### src/rtl/mcpu_pkg.sv
// ============================================================================
// Module : mcpu_pkg
// Brief  : Shared fetch-FSM state encoding and FIFO entry sizing for mcpu_ifetch.
// Rev    : 1.0  initial release
// ============================================================================
`default_nettype none

package mcpu_pkg;

  typedef enum logic [1:0] {
    S_FETCH = 2'd0,
    S_HOLD  = 2'd1,
    S_HALT  = 2'd2
  } fetch_state_t;

  localparam int c_IROM_ADDR_BITS_DEF = 14;
  localparam int c_ENTRY_W_DEF        = c_IROM_ADDR_BITS_DEF + 8;

  // Each prefetch entry carries {rom address, byte}.
  function automatic int entry_width(input int addr_bits);
    return addr_bits + 8;
  endfunction

endpackage

`default_nettype wire

### src/rtl/mcpu_ifetch_fifo.sv
// ============================================================================
// Module : mcpu_ifetch_fifo
// Brief  : Prefetch FIFO with dual push, single pop and synchronous flush.
// Rev    : 1.0  initial release
// ============================================================================
`default_nettype none

module mcpu_ifetch_fifo #(
  parameter int DEPTH = 4,
  parameter int WIDTH = 22
) (
  input  logic                     clk,
  input  logic                     rst,
  input  logic                     i_push0,
  input  logic                     i_push1,
  input  logic [WIDTH-1:0]         i_din0,
  input  logic [WIDTH-1:0]         i_din1,
  input  logic                     i_pop,
  input  logic                     i_flush,
  output logic [WIDTH-1:0]         o_dout,
  output logic                     o_empty,
  output logic [$clog2(DEPTH):0]   o_count
);

  localparam int c_PW = $clog2(DEPTH);
  localparam int c_CW = c_PW + 1;

  logic [WIDTH-1:0] r_mem [DEPTH];
  logic [c_PW-1:0]  r_rd_ptr;
  logic [c_PW-1:0]  r_wr_ptr;
  logic [c_CW-1:0]  r_count;
  logic [c_PW-1:0]  w_wr_ptr1;
  logic [c_CW-1:0]  w_npush;
  logic [c_CW-1:0]  w_npop;

  assign w_wr_ptr1 = r_wr_ptr + c_PW'(1);
  assign w_npush   = {{(c_CW-1){1'b0}}, i_push0} + {{(c_CW-1){1'b0}}, i_push1};
  assign w_npop    = {{(c_CW-1){1'b0}}, i_pop};

  // push1 is only ever asserted together with push0, so it lands one slot later.
  always_ff @(posedge clk) begin
    if (i_push0 && !i_flush) r_mem[r_wr_ptr]  <= i_din0;
    if (i_push1 && !i_flush) r_mem[w_wr_ptr1] <= i_din1;
  end

  always_ff @(posedge clk) begin
    if (rst || i_flush) begin
      r_rd_ptr <= '0;
      r_wr_ptr <= '0;
      r_count  <= '0;
    end else begin
      r_wr_ptr <= r_wr_ptr + w_npush[c_PW-1:0];
      r_rd_ptr <= r_rd_ptr + w_npop[c_PW-1:0];
      r_count  <= r_count + w_npush - w_npop;
    end
  end

  assign o_dout  = r_mem[r_rd_ptr];
  assign o_empty = (r_count == '0);
  assign o_count = r_count;

endmodule

`default_nettype wire

### src/rtl/mcpu_ifetch.sv
// ============================================================================
// Module : mcpu_ifetch
// Brief  : Dual-port instruction fetch sequencer feeding a byte-wide decoder.
//          Optional MCPU_IFETCH_STATS_EN adds saturating fetch/flush counters.
// Rev    : 1.0  initial release
// ============================================================================
`default_nettype none

module mcpu_ifetch
  import mcpu_pkg::*;
#(
  parameter int          IROM_ADDR_BITS = 14,
  parameter int          FIFO_DEPTH     = 4,
  parameter int unsigned RESET_ADDR     = 0
) (
  input  logic                      clk,
  input  logic                      reset,
  output logic [IROM_ADDR_BITS-1:0] irom_addr0,
  input  logic [7:0]                irom_out0,
  output logic [IROM_ADDR_BITS-1:0] irom_addr1,
  input  logic [7:0]                irom_out1,
  input  logic                      redirect_valid,
  input  logic [IROM_ADDR_BITS-1:0] redirect_addr,
  input  logic                      halt_req,
  output logic                      instr_valid,
  output logic [7:0]                instr_data,
  output logic [IROM_ADDR_BITS-1:0] instr_addr,
  input  logic                      instr_ready,
  output logic                      halted
`ifdef MCPU_IFETCH_STATS_EN
  ,
  output logic [15:0]               fetch_count,
  output logic [15:0]               flush_count
`endif
);

  localparam int                 c_AW         = IROM_ADDR_BITS;
  localparam int                 c_ENTRY_W    = entry_width(IROM_ADDR_BITS);
  localparam int                 c_CW         = $clog2(FIFO_DEPTH) + 1;
  localparam logic [c_AW-1:0]    c_RESET_ADDR = c_AW'(RESET_ADDR);
  localparam logic [c_CW-1:0]    c_DEPTH      = c_CW'(FIFO_DEPTH);
  localparam logic [c_CW-1:0]    c_TWO        = c_CW'(2);

  fetch_state_t          r_state;
  fetch_state_t          w_state_n;
  logic [c_AW-1:0]       r_fpc;
  logic [c_AW-1:0]       w_fpc_n;
  logic [c_AW-1:0]       w_fpc_p1;
  logic [c_AW-1:0]       w_fpc_p2;
  logic                  w_push0;
  logic                  w_push1;
  logic                  w_pop;
  logic                  w_empty;
  logic [c_CW-1:0]       w_count;
  logic [c_CW-1:0]       w_free;
  logic [c_ENTRY_W-1:0]  w_head;
  logic [c_ENTRY_W-1:0]  w_din0;
  logic [c_ENTRY_W-1:0]  w_din1;

  assign w_fpc_p1   = r_fpc + c_AW'(1);
  assign w_fpc_p2   = r_fpc + c_AW'(2);
  assign irom_addr0 = r_fpc;
  assign irom_addr1 = w_fpc_p1;
  assign w_din0     = {r_fpc, irom_out0};
  assign w_din1     = {w_fpc_p1, irom_out1};

  // A redirect discards the head, so it must not count as a consumed pop.
  assign w_pop  = instr_valid && instr_ready && !redirect_valid;
  assign w_free = c_DEPTH - w_count + {{(c_CW-1){1'b0}}, w_pop};

  assign instr_valid = !w_empty;
  assign instr_data  = w_empty ? 8'd0 : w_head[7:0];
  assign instr_addr  = w_empty ? '0   : w_head[c_ENTRY_W-1:8];
  assign halted      = (r_state == S_HALT) && w_empty;

  mcpu_ifetch_fifo #(
    .DEPTH (FIFO_DEPTH),
    .WIDTH (c_ENTRY_W)
  ) u_fifo (
    .clk     (clk),
    .rst     (reset),
    .i_push0 (w_push0),
    .i_push1 (w_push1),
    .i_din0  (w_din0),
    .i_din1  (w_din1),
    .i_pop   (w_pop),
    .i_flush (redirect_valid),
    .o_dout  (w_head),
    .o_empty (w_empty),
    .o_count (w_count)
  );

  always_comb begin
    w_state_n = r_state;
    w_fpc_n   = r_fpc;
    w_push0   = 1'b0;
    w_push1   = 1'b0;
    if (redirect_valid) begin
      w_fpc_n   = redirect_addr;
      w_state_n = halt_req ? S_HALT : S_FETCH;
    end else begin
      case (r_state)
        S_FETCH: begin
          if (halt_req) begin
            w_state_n = S_HALT;
          end else if (w_free >= c_TWO) begin
            w_push0 = 1'b1;
            w_push1 = 1'b1;
            w_fpc_n = w_fpc_p2;
          end else if (w_free != '0) begin
            w_push0 = 1'b1;
            w_fpc_n = w_fpc_p1;
          end else begin
            w_state_n = S_HOLD;
          end
        end
        S_HOLD: begin
          if (halt_req)            w_state_n = S_HALT;
          else if (w_free != '0)   w_state_n = S_FETCH;
        end
        S_HALT:  w_state_n = S_HALT;
        default: w_state_n = S_FETCH;
      endcase
    end
  end

  always_ff @(posedge clk) begin
    if (reset) begin
      r_state <= S_FETCH;
      r_fpc   <= c_RESET_ADDR;
    end else begin
      r_state <= w_state_n;
      r_fpc   <= w_fpc_n;
    end
  end

`ifdef MCPU_IFETCH_STATS_EN
  logic [15:0] r_fetch_count;
  logic [15:0] r_flush_count;
  logic [1:0]  w_npush;
  logic [16:0] w_fetch_sum;

  assign w_npush     = {1'b0, w_push0} + {1'b0, w_push1};
  assign w_fetch_sum = {1'b0, r_fetch_count} + {15'd0, w_npush};

  always_ff @(posedge clk) begin
    if (reset) begin
      r_fetch_count <= 16'd0;
      r_flush_count <= 16'd0;
    end else begin
      r_fetch_count <= w_fetch_sum[16] ? 16'hFFFF : w_fetch_sum[15:0];
      if (redirect_valid && (r_flush_count != 16'hFFFF))
        r_flush_count <= r_flush_count + 16'd1;
    end
  end

  assign fetch_count = r_fetch_count;
  assign flush_count = r_flush_count;
`endif

endmodule

`default_nettype wire

### config.mk
export PLATFORM = sky130hd
export DESIGN_NAME = mcpu_ifetch
export DESIGN_NICKNAME = d
export VERILOG_FILES = /design/src/rtl/mcpu_pkg.sv /design/src/rtl/mcpu_ifetch_fifo.sv /design/src/rtl/mcpu_ifetch.sv
export SDC_FILE = /design/constraint.sdc
export NUM_CORES = 1
export LEC_CHECK = 0
export ABC_AREA = 0
export BUFFER_PORTS_ARGS = -buffer_cell sky130_fd_sc_hd__clkbuf_2
export CAP_MARGIN = 30
export CORE_MARGIN = 2
export CORE_UTILIZATION = 45
export CTS_CLUSTER_DIAMETER = 30
export CTS_CLUSTER_SIZE = 20
export DETAILED_ROUTE_END_ITERATION = 12
export PLACE_DENSITY = 0.74
export SYNTH_ARGS = -nofsm -noshare
export SYNTH_HDL_FRONTEND = slang
export SYNTH_SLANG_ARGS = --single-unit
### constraint.sdc
create_clock -name clk -period 6.6 [get_ports clk]
set_input_delay 0.33 -clock clk [delete_from_list [all_inputs] [get_ports clk]]
set_output_delay 0.33 -clock clk [all_outputs]
set_load 0.01 [all_outputs]
After elaboration in Yosys (flattened, before gate mapping)
Memory sizes are Yosys's and may differ from the RTL's. A register that Yosys moved wholly into a read port is not among the register bits.
Cells that the tools add are included.
{"block": "op_classes", "eq_ne": 6, "n_reduce_logical": 15, "magnitude_cmp": 1, "bitwise": 0, "n_div": 0, "addsub": 10, "n_shift": 0, "muxes": 29, "multipliers": 0}
{"operator": "two-way mux 14 bit", "count": 6}
{"operator": "two-way mux 2 bit", "count": 8}
{"operator": "adder 14 x 1 -> 14 bit, second input constant", "count": 1}
{"operator": "adder 14 x 2 -> 14 bit, second input constant", "count": 1}
{"operator": "two-way mux 1 bit", "count": 13}
{"operator": "inequality test 4 bit, second input constant", "count": 3}
{"operator": "two-way mux 8 bit", "count": 1}
{"operator": "one-hot mux 2 bit (3 select lines)", "count": 1}
{"operator": "AND reduction 3 bit", "count": 2}
{"operator": "nonzero test 3 bit", "count": 2}
{"operator": "logical AND 1 bit", "count": 5}
{"operator": "adder 3 x 1 -> 3 bit", "count": 1}
{"operator": "adder 3 bit", "count": 1}
{"operator": "greater-or-equal comparator 3 x 2 -> 1 bit, second input constant", "count": 1}
{"operator": "zero test 3 bit", "count": 1}
{"operator": "subtractor 3 x 1 -> 3 bit", "count": 1}
{"operator": "subtractor 3 bit, first input constant", "count": 1}
{"operator": "adder 1 x 1 -> 2 bit", "count": 1}
{"operator": "adder 2 x 1 -> 2 bit", "count": 1}
{"operator": "adder 2 x 1 -> 2 bit, second input constant", "count": 1}
{"operator": "adder 2 bit", "count": 1}
{"operator": "== test 2 x 1 -> 1 bit, second input constant", "count": 1}
{"operator": "== test 2 bit, second input constant", "count": 1}
{"operator": "zero test 1 bit", "count": 2}
{"operator": "4 further kinds", "count": 4}
{"block": "word_totals", "input_bits": 35, "mem_bits_ro": 0, "out_inout_bits": 52, "elab_cells": 67, "latch_bits": 0, "reg_bits": 23, "n_memories": 1, "ramBits": 88}
{"memory": "u_fifo.r_mem", "words": 4, "word_bits": 22, "rd": 1, "rd_clocked_by_memory_dff": 1, "write_ports": 2, "line": "mcpu_ifetch_fifo.sv:28", "rtl": "logic [WIDTH-1:0] r_mem [DEPTH];"}

Longest topological paths before layout
Gate-level depths: netlist of run 1.
{"block": "depth", "word_depth": 14, "ltp_mapped": 19, "mapped_depth_nobuf": 16}

Modules after synthesis
From an unflattened synthesis of run 1, not the netlist that was laid out.
{"block": "hier_totals", "hier_cells": 458, "hier_area_um2": 6257.3}
{"mod": "mcpu_ifetch_fifo", "instances": 1, "area_each_um2": 4765.8, "seq_area_each_um2": 2782.7, "cells_per_inst": 258}
{"mod": "mcpu_ifetch", "instances": 1, "area_each_um2": 1491.4, "seq_area_each_um2": 320.3, "cells_per_inst": 200}

Worst setup path after synthesis of run 1
OpenSTA, ideal clock, no wires.
{"block": "synth_timing", "path_kind": "input port to flip-flop", "startpoint": "input redirect_valid", "endpoint": "memory u_fifo.r_mem[0][0], enable pin", "required_time_ns": 6.165, "arrival_time_ns": 3.853, "n_path_buf": 3, "setup_time_ns": 0.435, "setup_slack_ns": 2.312, "cell_stages": 12, "cell_sequence": "inv_1 clkbuf_1 clkbuf_1 nand3_1 ha_1 inv_1 ha_1 clkbuf_1 nor2b_1 nand2_1 nand3_1 o31ai_1"}
{"item": "start, declared", "line": "mcpu_ifetch.sv:22", "rtl": "input logic redirect_valid,"}
{"item": "end, declared", "line": "mcpu_ifetch_fifo.sv:28"}

Worst setup path after layout of run 1
{"block": "layout_timing", "startpoint": "register u_fifo.r_count[2] (netlist: u_fifo.o_count[2])", "endpoint": "register u_fifo.r_count[2] (netlist: u_fifo.o_count[2])"}
{"block": "layout_via", "elab_chain_cells": 14, "elab_cells_between_ends": 20, "classes_between": "5 x add/sub; 1 x order compare; 9 x mux; 5 x reduce/logical"}
{"item": "start, declared", "line": "mcpu_ifetch_fifo.sv:31", "rtl": "logic [c_CW-1:0] r_count;"}
{"item": "start signal, assigned", "line": "mcpu_ifetch_fifo.sv:54", "rtl": "r_count <= r_count + w_npush - w_npop;"}
{"item": "parallel branches: the longest is 13 deep, another holds subtractor 3 bit"}
{"item": "subtractor 3 x 1 -> 3 bit (*)", "line": "mcpu_ifetch_fifo.sv:54"}
Mark *: on every way between the ends.
A chain may end at the register's enable or synchronous reset.

==> impl_metrics.tcl, run 1 <==
set metrics [dict create \
    dp.final_hpwl_um 10500 \
    grt_use_met1_pct 26.5 \
    synth_flop_cell "sky130_fd_sc_hd__edfxtp_1" \
    area_growth_syn_to_layout_pct 13.0 \
    vdd.ir_drop.worst_mv 0.108 \
    global_route.overflow_total 0 \
    max_freq_mhz 229 \
    worst-slew-pin-transition_ns 1.03 \
    fraction_of_the_yosys_area_taken_by_sequential_cells_pct 49.4 \
    rows 43 \
    pre_cts_slack_ns 2.24 \
    cts_tree "yes" \
    setup_viol_count_final 0 \
    cts_max_path_buffers 2 \
    drt_iter0_drc 466 \
    cp_data_arrival_time_ns 4.61 \
    hold_ws_ns 0.215 \
    postPlaceCellArea_mm2 0.00681 \
    post_synth.cell_area_avg_um2 10.6 \
    grt_pass1_wl_um 23600 \
    globalRouteTotalUtil_pct 21.0 \
    boundaryPins 87 \
    drt_first_pass_iters 5 \
    layout_min_cycle_time_ns 4.36 \
    postSynthNetCount 641 \
    hold-path-cell-count 3 \
    cts.sinks 111 \
    p_leak_uw 0.00274 \
    outcome "complete, no violations" \
    worstSetupEndpointType "flip-flop" \
    initial_utilization_pct 45.6 \
    routed_via_density 5.57 \
    cts_hold_repair.buffers 0 \
    post_synth_instance_area_mm2 0.00628 \
    timing.slew.headroom_pct 31.4 \
    timing.setup.critical_path_class "flip-flop to flip-flop" \
    die_h_um 122 \
    gr-usage-met2_pct 35.5 \
    fraction_of_final_layout_cells_with_drive_strength_greater_than_1_pct 23.0 \
    postSynth.asyncResetShare_pct 0 \
    area_of_the_die_mm2 0.0149 \
    core_area_mm2 0.0138 \
    clock_insertion_delay_worst_skew_ns 0.34 \
    power-per-cell-area_mw_per_mm2 229 \
    grt_antenna_before_repair 0 \
    hold_path_class "input pin to flip-flop" \
    yosys_register_bits 111 \
    timing.setup.tns_ns 0 \
    total_wire_length_after_detailed_routing_um 15300 \
    timing.reg2reg.worst_path_depth 16 \
    postCtsResizedCells 0 \
    timing.critical_path.fanout_max 25 \
    synth_edf_count 88 \
    timing.critical_path.from_type "flip-flop" \
    drv_slew 0 \
    final_net_count 707 \
    final.period_utilization_pct 66.1 \
    first_global_vias 4582 \
    largest_net_degree_at_the_start_of_global_routing 26 \
    cts_buffers 9 \
    htree_num_levels 3 \
    report.final.hold_viol_count 0 \
    postRouteAntennaNets 0 \
    detailroute.via_count 4710 \
    yosys.cell_types.count 56 \
    final_design_area_no_fill_mm2 0.00710 \
    unrepaired_setup_endpoints_after_global_routing "no" \
    synthesis.yosys.warnings 0 \
    route.detailed.drc 0 \
    timing.clock.skew_ns 0.00761 \
    gp_congestion 0.906 \
    fp.dieW_um 122 \
    crit_required_ns 6.84 \
    synth_cells 595 \
    postLayoutSetupSlackWorst_ns 2.24 \
    cts_post_setup_buffers_inserted 0 \
    grt_busiest_layer "met2" \
    timing.max_cap.violations 0 \
    design_power_total_uw 1630 \
    antenna_diode_instance_count 0 \
    routedWlPerCell_um 18.1 \
    clk_transition_reported_paths_ns 0.07 \
    cts_root_buf "sky130_fd_sc_hd__clkbuf_16" \
    grt_use_met3_pct 3.65 \
    portBuffers 86 \
]
## per-layer routing
layer / wire length [µm] / vias up
li1: - / 2185
met1: 6140 / 2272
met2: 7740 / 219
met3: 1070 / 34
met4: 392 / 0
met5: 0 / -
## metrics by stage
| stage | utilization [%] | std cells |
|---|---|---|
| 6_report | 51.5 | 846 |
| 5_1_grt | 51.5 | 846 |
| 4_1_cts | 51.4 | 845 |
| 3_5_place_dp | 49.5 | 829 |
| 3_3_place_gp | 49.5 | 829 |
| 2_1_floorplan | - | 595 |
## critical path: stages, from the launching register on
cell                      delay [ns]
sky130_fd_sc_hd__dfxtp_1        0.50
sky130_fd_sc_hd__or3_1          0.77
sky130_fd_sc_hd__nand3_1        0.20
sky130_fd_sc_hd__ha_1           0.24
sky130_fd_sc_hd__inv_1          0.06
sky130_fd_sc_hd__ha_1           0.24
sky130_fd_sc_hd__xnor2_2        0.20
sky130_fd_sc_hd__nand2_1        0.17
sky130_fd_sc_hd__nand3_1        0.34
sky130_fd_sc_hd__inv_2          0.12
sky130_fd_sc_hd__ha_1           0.20
sky130_fd_sc_hd__inv_1          0.10
sky130_fd_sc_hd__ha_1           0.25
sky130_fd_sc_hd__fa_1           0.44
sky130_fd_sc_hd__xnor2_1        0.21
sky130_fd_sc_hd__xnor2_1        0.15
sky130_fd_sc_hd__nor2_1         0.06
## worst paths after layout
| check | start | end | slack, ns |
|---|---|---|---|
| setup / recovery | u_fifo.o_count[2]$_SDFF_PP0_ | u_fifo.o_count[2]$_SDFF_PP0_ | 2.24 |
| hold / removal | redirect_addr[2] | irom_addr0[2]$_SDFFE_PP0P_ | 0.22 |
| setup reg to reg | u_fifo.o_count[2]$_SDFF_PP0_ | u_fifo.o_count[2]$_SDFF_PP0_ | 2.24 |
| hold reg to reg | r_state[1]$_SDFFE_PP0P_ | r_state[0]$_SDFFE_PP0P_ | 0.51 |
## cells by family after synthesis
group | Yosys count | share of synthesized area (%)
fa+ha+maj | 11 | 2.31
compound gates | 50 | 5.84
flops | 111 | 49.4
mux | 22 | 7.89
buf+inv | 57 | 4.17
xor+xnor | 76 | 10.8
simple gates | 268 | 19.5
## synth_stat cells (all sizes together), types with 3 or more instances
| cell type | n | area (µm²) |
|---|---|---|
| dfxtp | 23 | 460 |
| a2111oi | 3 | 32.5 |
| o21ai | 11 | 55.1 |
| a211oi | 5 | 37.5 |
| and4 | 3 | 26.3 |
| a21oi | 12 | 63.8 |
| xor2 | 20 | 183 |
| and2 | 27 | 169 |
| ha | 10 | 125 |
| nor2 | 35 | 139 |
| mux4 | 22 | 495 |
| edfxtp | 88 | 2640 |
| nor3 | 6 | 46.3 |
| nand2 | 161 | 607 |
| nor4 | 3 | 33.8 |
| nand4 | 7 | 43.8 |
| clkbuf | 16 | 61.3 |
| a311oi | 4 | 35.0 |
| or2 | 4 | 25.0 |
| and3 | 4 | 25.0 |
| nand3 | 7 | 35.0 |
| xnor2 | 56 | 498 |
| buf | 22 | 129 |
| inv | 19 | 71.3 |
| or3 | 6 | 42.5 |
## placed cells by master, fill, tap and decap left out, drive strengths merged, types with 3 or more instances in the layout
cell type,instances
ha,10
and3,4
a2111oi,3
nor3,6
nor2,35
nand4,7
buf,7
and4,3
and2,27
o21ai,11
a21oi,12
or3,6
clkinvlp,3
xor2,20
nor4,3
a211oi,5
edfxtp,88
dfxtp,23
nand2,161
mux4,22
inv,19
xnor2,56
clkbuf,97
a311oi,4
or2,4
nand3,7
## cell type report
type	instances	area [µm²]
multi-input cells	427	2940
clock inverters	5	35.0
well taps	180	225
inverters	19	71.3
fillers	1226	6680
repair buffers	93	490
clock buffers	11	233
flip-flops and latches	111	3100
## flip-flops by register name, summed over array words and instances (netlist names)
signal / cells
u_fifo.o_count: 3
u_fifo.r_rd_ptr: 2
r_state: 2
u_fifo.r_wr_ptr: 2
u_fifo.r_mem: 88
irom_addr0: 14
## report_power, final
group / switching (µW) / leakage, µW / total, µW / internal (µW)
sequential: 41.4 / 0.00100 / 842 / 800
combinational: 171 / 0.00162 / 287 / 116
clock: 243 / 0.000119 / 499 / 256
total: 455 / 0.00274 / 1630 / 1170
No activity file was read; power rests on OpenSTA's default activity.
==> run 2: changes to the inputs <==
--- a/config.mk
+++ b/config.mk
@@ -13,7 +13,7 @@
 export CTS_CLUSTER_DIAMETER = 30
 export CTS_CLUSTER_SIZE = 20
 export DETAILED_ROUTE_END_ITERATION = 12
-export PLACE_DENSITY = 0.74
+export PLACE_DENSITY = 0.76
 export SYNTH_ARGS = -nofsm -noshare
 export SYNTH_HDL_FRONTEND = slang
 export SYNTH_SLANG_ARGS = --single-unit
==> constraint.sdc (replaced) <==
create_clock -name clk -period 4 [get_ports clk]
set_input_delay 0.2 -clock clk [delete_from_list [all_inputs] [get_ports clk]]
set_output_delay 0.2 -clock clk [all_outputs]
set_load 0.01 [all_outputs]
==> run 2 against run 1 <==
Compared with the run above: worst hold slack got worse by 0.14 ns; first-iteration DRC count fell by 12%; sequential power rose by 65%; critical path depth did not move; sequential cell count did not move; largest power group unchanged; clock skew fell by 0.0016 ns; wire length rose by 1.4%; largest cell class unchanged; highest routed layer unchanged; non-clock buffer count rose by 7.
==> impl_metrics.tcl, run 2 (same netlist as run 1, synthesis figures left out) <==
set metrics [dict create \
    postRouteAntennaNets 0 \
    core_area_mm2 0.0138 \
    rows 43 \
    finalNonFillerCells 853 \
    cts_tree "yes" \
    cts.sinks 111 \
    timing.max_cap.violations 0 \
    cts_post_setup_buffers_inserted 0 \
    drt_iter0_drc 411 \
    cts_root_buf "sky130_fd_sc_hd__clkbuf_16" \
    grt_antenna_before_repair 0 \
    global_route.overflow_total 0 \
    area_of_the_die_mm2 0.0149 \
    r2r_setup_slack_ns 0.35 \
    postLayoutSetupSlackWorst_ns 0.354 \
    total_wire_length_after_detailed_routing_um 15500 \
    grt_pass1_wl_um 23900 \
    cts_max_path_buffers 2 \
    final.period_utilization_pct 91.1 \
    register_area_mm2 0.00310 \
    route.detailed.drc 0 \
    globalRouteTotalUtil_pct 21.3 \
    hold_path_class "input pin to flip-flop" \
    top_register "u_fifo.r_mem" \
    layout.cells.most_common "sky130_fd_sc_hd__nand2_1" \
    setup_viol_count_final 0 \
    power-per-cell-area_mw_per_mm2 403 \
    report.final.hold_viol_count 0 \
    final_cell_mix "sky130_fd_sc_hd__nand2_1 (160), sky130_fd_sc_hd__edfxtp_1 (88), sky130_fd_sc_hd__clkbuf_2 (86)" \
    largest_net_degree_at_the_start_of_global_routing 25 \
    nFillCells 1175 \
    timing.reg2reg.worst_path_depth 16 \
    drv_slew 0 \
    regToRegEndpoint "u_fifo.o_count[2]$_SDFF_PP0_" \
    multi_input_logic_area_mm2 0.00294 \
    p_leak_uw 0.00283 \
    post-place-cells 837 \
    max_freq_mhz 274 \
    worstSetupEndpointType "flip-flop" \
    unrepaired_setup_endpoints_after_global_routing "no" \
    final_net_count 714 \
    reg_to_reg_critical_path_startpoint "u_fifo.o_count[2]$_SDFF_PP0_" \
    holdPathEnd "r_state[0]$_SDFFE_PP0P_" \
    antenna_diode_instance_count 0 \
    clock_insertion_delay_worst_skew_ns 0.35 \
    timing.critical_path.from_type "flip-flop" \
    cts_buffers 9 \
    worst-slew-pin-transition_ns 0.939 \
    htree_num_levels 3 \
    hold-path-cell-count 2 \
    routedWlPerCell_um 18.2 \
    initial_utilization_pct 45.6 \
    routed_via_density 5.51 \
    timing.setup.critical_path_class "flip-flop to flip-flop" \
    dp.final_hpwl_um 10600 \
    cts_hold_repair.buffers 0 \
    design_power_total_uw 2920 \
    largest_register_ffs 88 \
    drt_first_pass_iters 5 \
    outcome "complete, no violations" \
    boundaryPins 87 \
    cp_data_arrival_time_ns 3.89 \
    portBuffers 86 \
    timing.hold.worst.start "halt_req" \
    post-route-util_pct 52.6 \
    die_h_um 122 \
    first_global_vias 4654 \
    detailroute.via_count 4696 \
    fraction_of_final_layout_cells_with_drive_strength_greater_than_1_pct 24.4 \
    gp_congestion 0.898 \
    area_growth_syn_to_layout_pct 15.5 \
    timing.critical_path.fanout_max 9 \
    hold_ws_ns 0.0754 \
    layout_min_cycle_time_ns 3.65 \
    fp.dieW_um 122 \
    timing.slew.headroom_pct 36.8 \
    vdd.ir_drop.worst_mv 0.238 \
    timing.clock.skew_ns 0.00605 \
    crit_required_ns 4.24 \
    clk_transition_reported_paths_ns 0.08 \
    pre_cts_slack_ns 0.279 \
]
-- run 2: cell types whose count changed in the layout (fill, tap and decap cells not counted), sizes merged --
| cell | change |
|---|---|
| buf | +7 |
| bufinv | +3 |
| clkbuf | -2 |
| clkinv | -1 |
| clkinvlp | -3 |
| inv | +3 |
-- run 2: worst max-delay path by stage --
| stage | startpoint | to | slack (ns) | cells past startpoint |
|---|---|---|---|---|
| floorplan | u_fifo.o_count[2]$_SDFF_PP0_ | u_fifo.r_mem[3][0]$_DFFE_PP_ | -0.11 | 11 |
| global placement | u_fifo.o_count[2]$_SDFF_PP0_ | u_fifo.o_count[2]$_SDFF_PP0_ | 0.42 | 16 |
| detailed placement | u_fifo.o_count[2]$_SDFF_PP0_ | u_fifo.o_count[2]$_SDFF_PP0_ | 0.28 | 16 |
| CTS | u_fifo.o_count[2]$_SDFF_PP0_ | u_fifo.o_count[2]$_SDFF_PP0_ | 0.25 | 16 |
| global route | u_fifo.o_count[2]$_SDFF_PP0_ | u_fifo.o_count[2]$_SDFF_PP0_ | 0.1 | 16 |
| finish | u_fifo.o_count[2]$_SDFF_PP0_ | u_fifo.o_count[2]$_SDFF_PP0_ | 0.35 | 16 |
-- run 2: metrics by stage --
step	setup TNS, ns	cell area (µm²)
final	0	7250
after global routing	0	7250
after CTS	0	7240
after detailed placement	0	6890
after global placement	0	6870
after floorplan	-7.32	6280
-- run 2: area by class of cell --
type / count / area share [%]
clock buffers: 9 / 3.11
clock inverters: 7 / 1.74
inverters: 19 / 0.984
multi-input cells: 427 / 40.6
flip-flops and latches: 111 / 42.8
well taps: 180 / 3.11
repair buffers: 100 / 7.66
-- run 2: report_power, final --
group / total (µW) / internal (µW) / switching [µW]
registers: 1390 / 1320 / 68.6
logic: 477 / 196 / 281
clock network: 1050 / 623 / 432
total: 2920 / 2140 / 781
-- run 2: worst max-delay path: stages (launching register included) --
cell                      delay, ns
sky130_fd_sc_hd__dfxtp_1       0.39
sky130_fd_sc_hd__or3_1         0.41
sky130_fd_sc_hd__nand3_1       0.12
sky130_fd_sc_hd__ha_1          0.15
sky130_fd_sc_hd__inv_1         0.04
sky130_fd_sc_hd__ha_1          0.48
sky130_fd_sc_hd__nor2b_1       0.09
sky130_fd_sc_hd__nand2_1       0.14
sky130_fd_sc_hd__nand3_2       0.21
sky130_fd_sc_hd__inv_2         0.16
sky130_fd_sc_hd__ha_1          0.15
sky130_fd_sc_hd__inv_1         0.06
sky130_fd_sc_hd__ha_1          0.29
sky130_fd_sc_hd__fa_1          0.44
sky130_fd_sc_hd__xnor2_1       0.20
sky130_fd_sc_hd__xnor2_1       0.14
sky130_fd_sc_hd__nor2_1        0.05
-- run 2: layer usage --
metal / share of wire, % / GRT usage [%]
met5: 0 / 0
met4: 3.2 / 10.6
met3: 7.8 / 3.65
met2: 50 / 35.3
met1: 39 / 26.9
-- run 2: what timing repair did --
item | in CTS | in global routing
hold endpoints to repair | 0 | 0
resized for setup | 0 | 1
endpoints found under the setup margin | 0 | 1
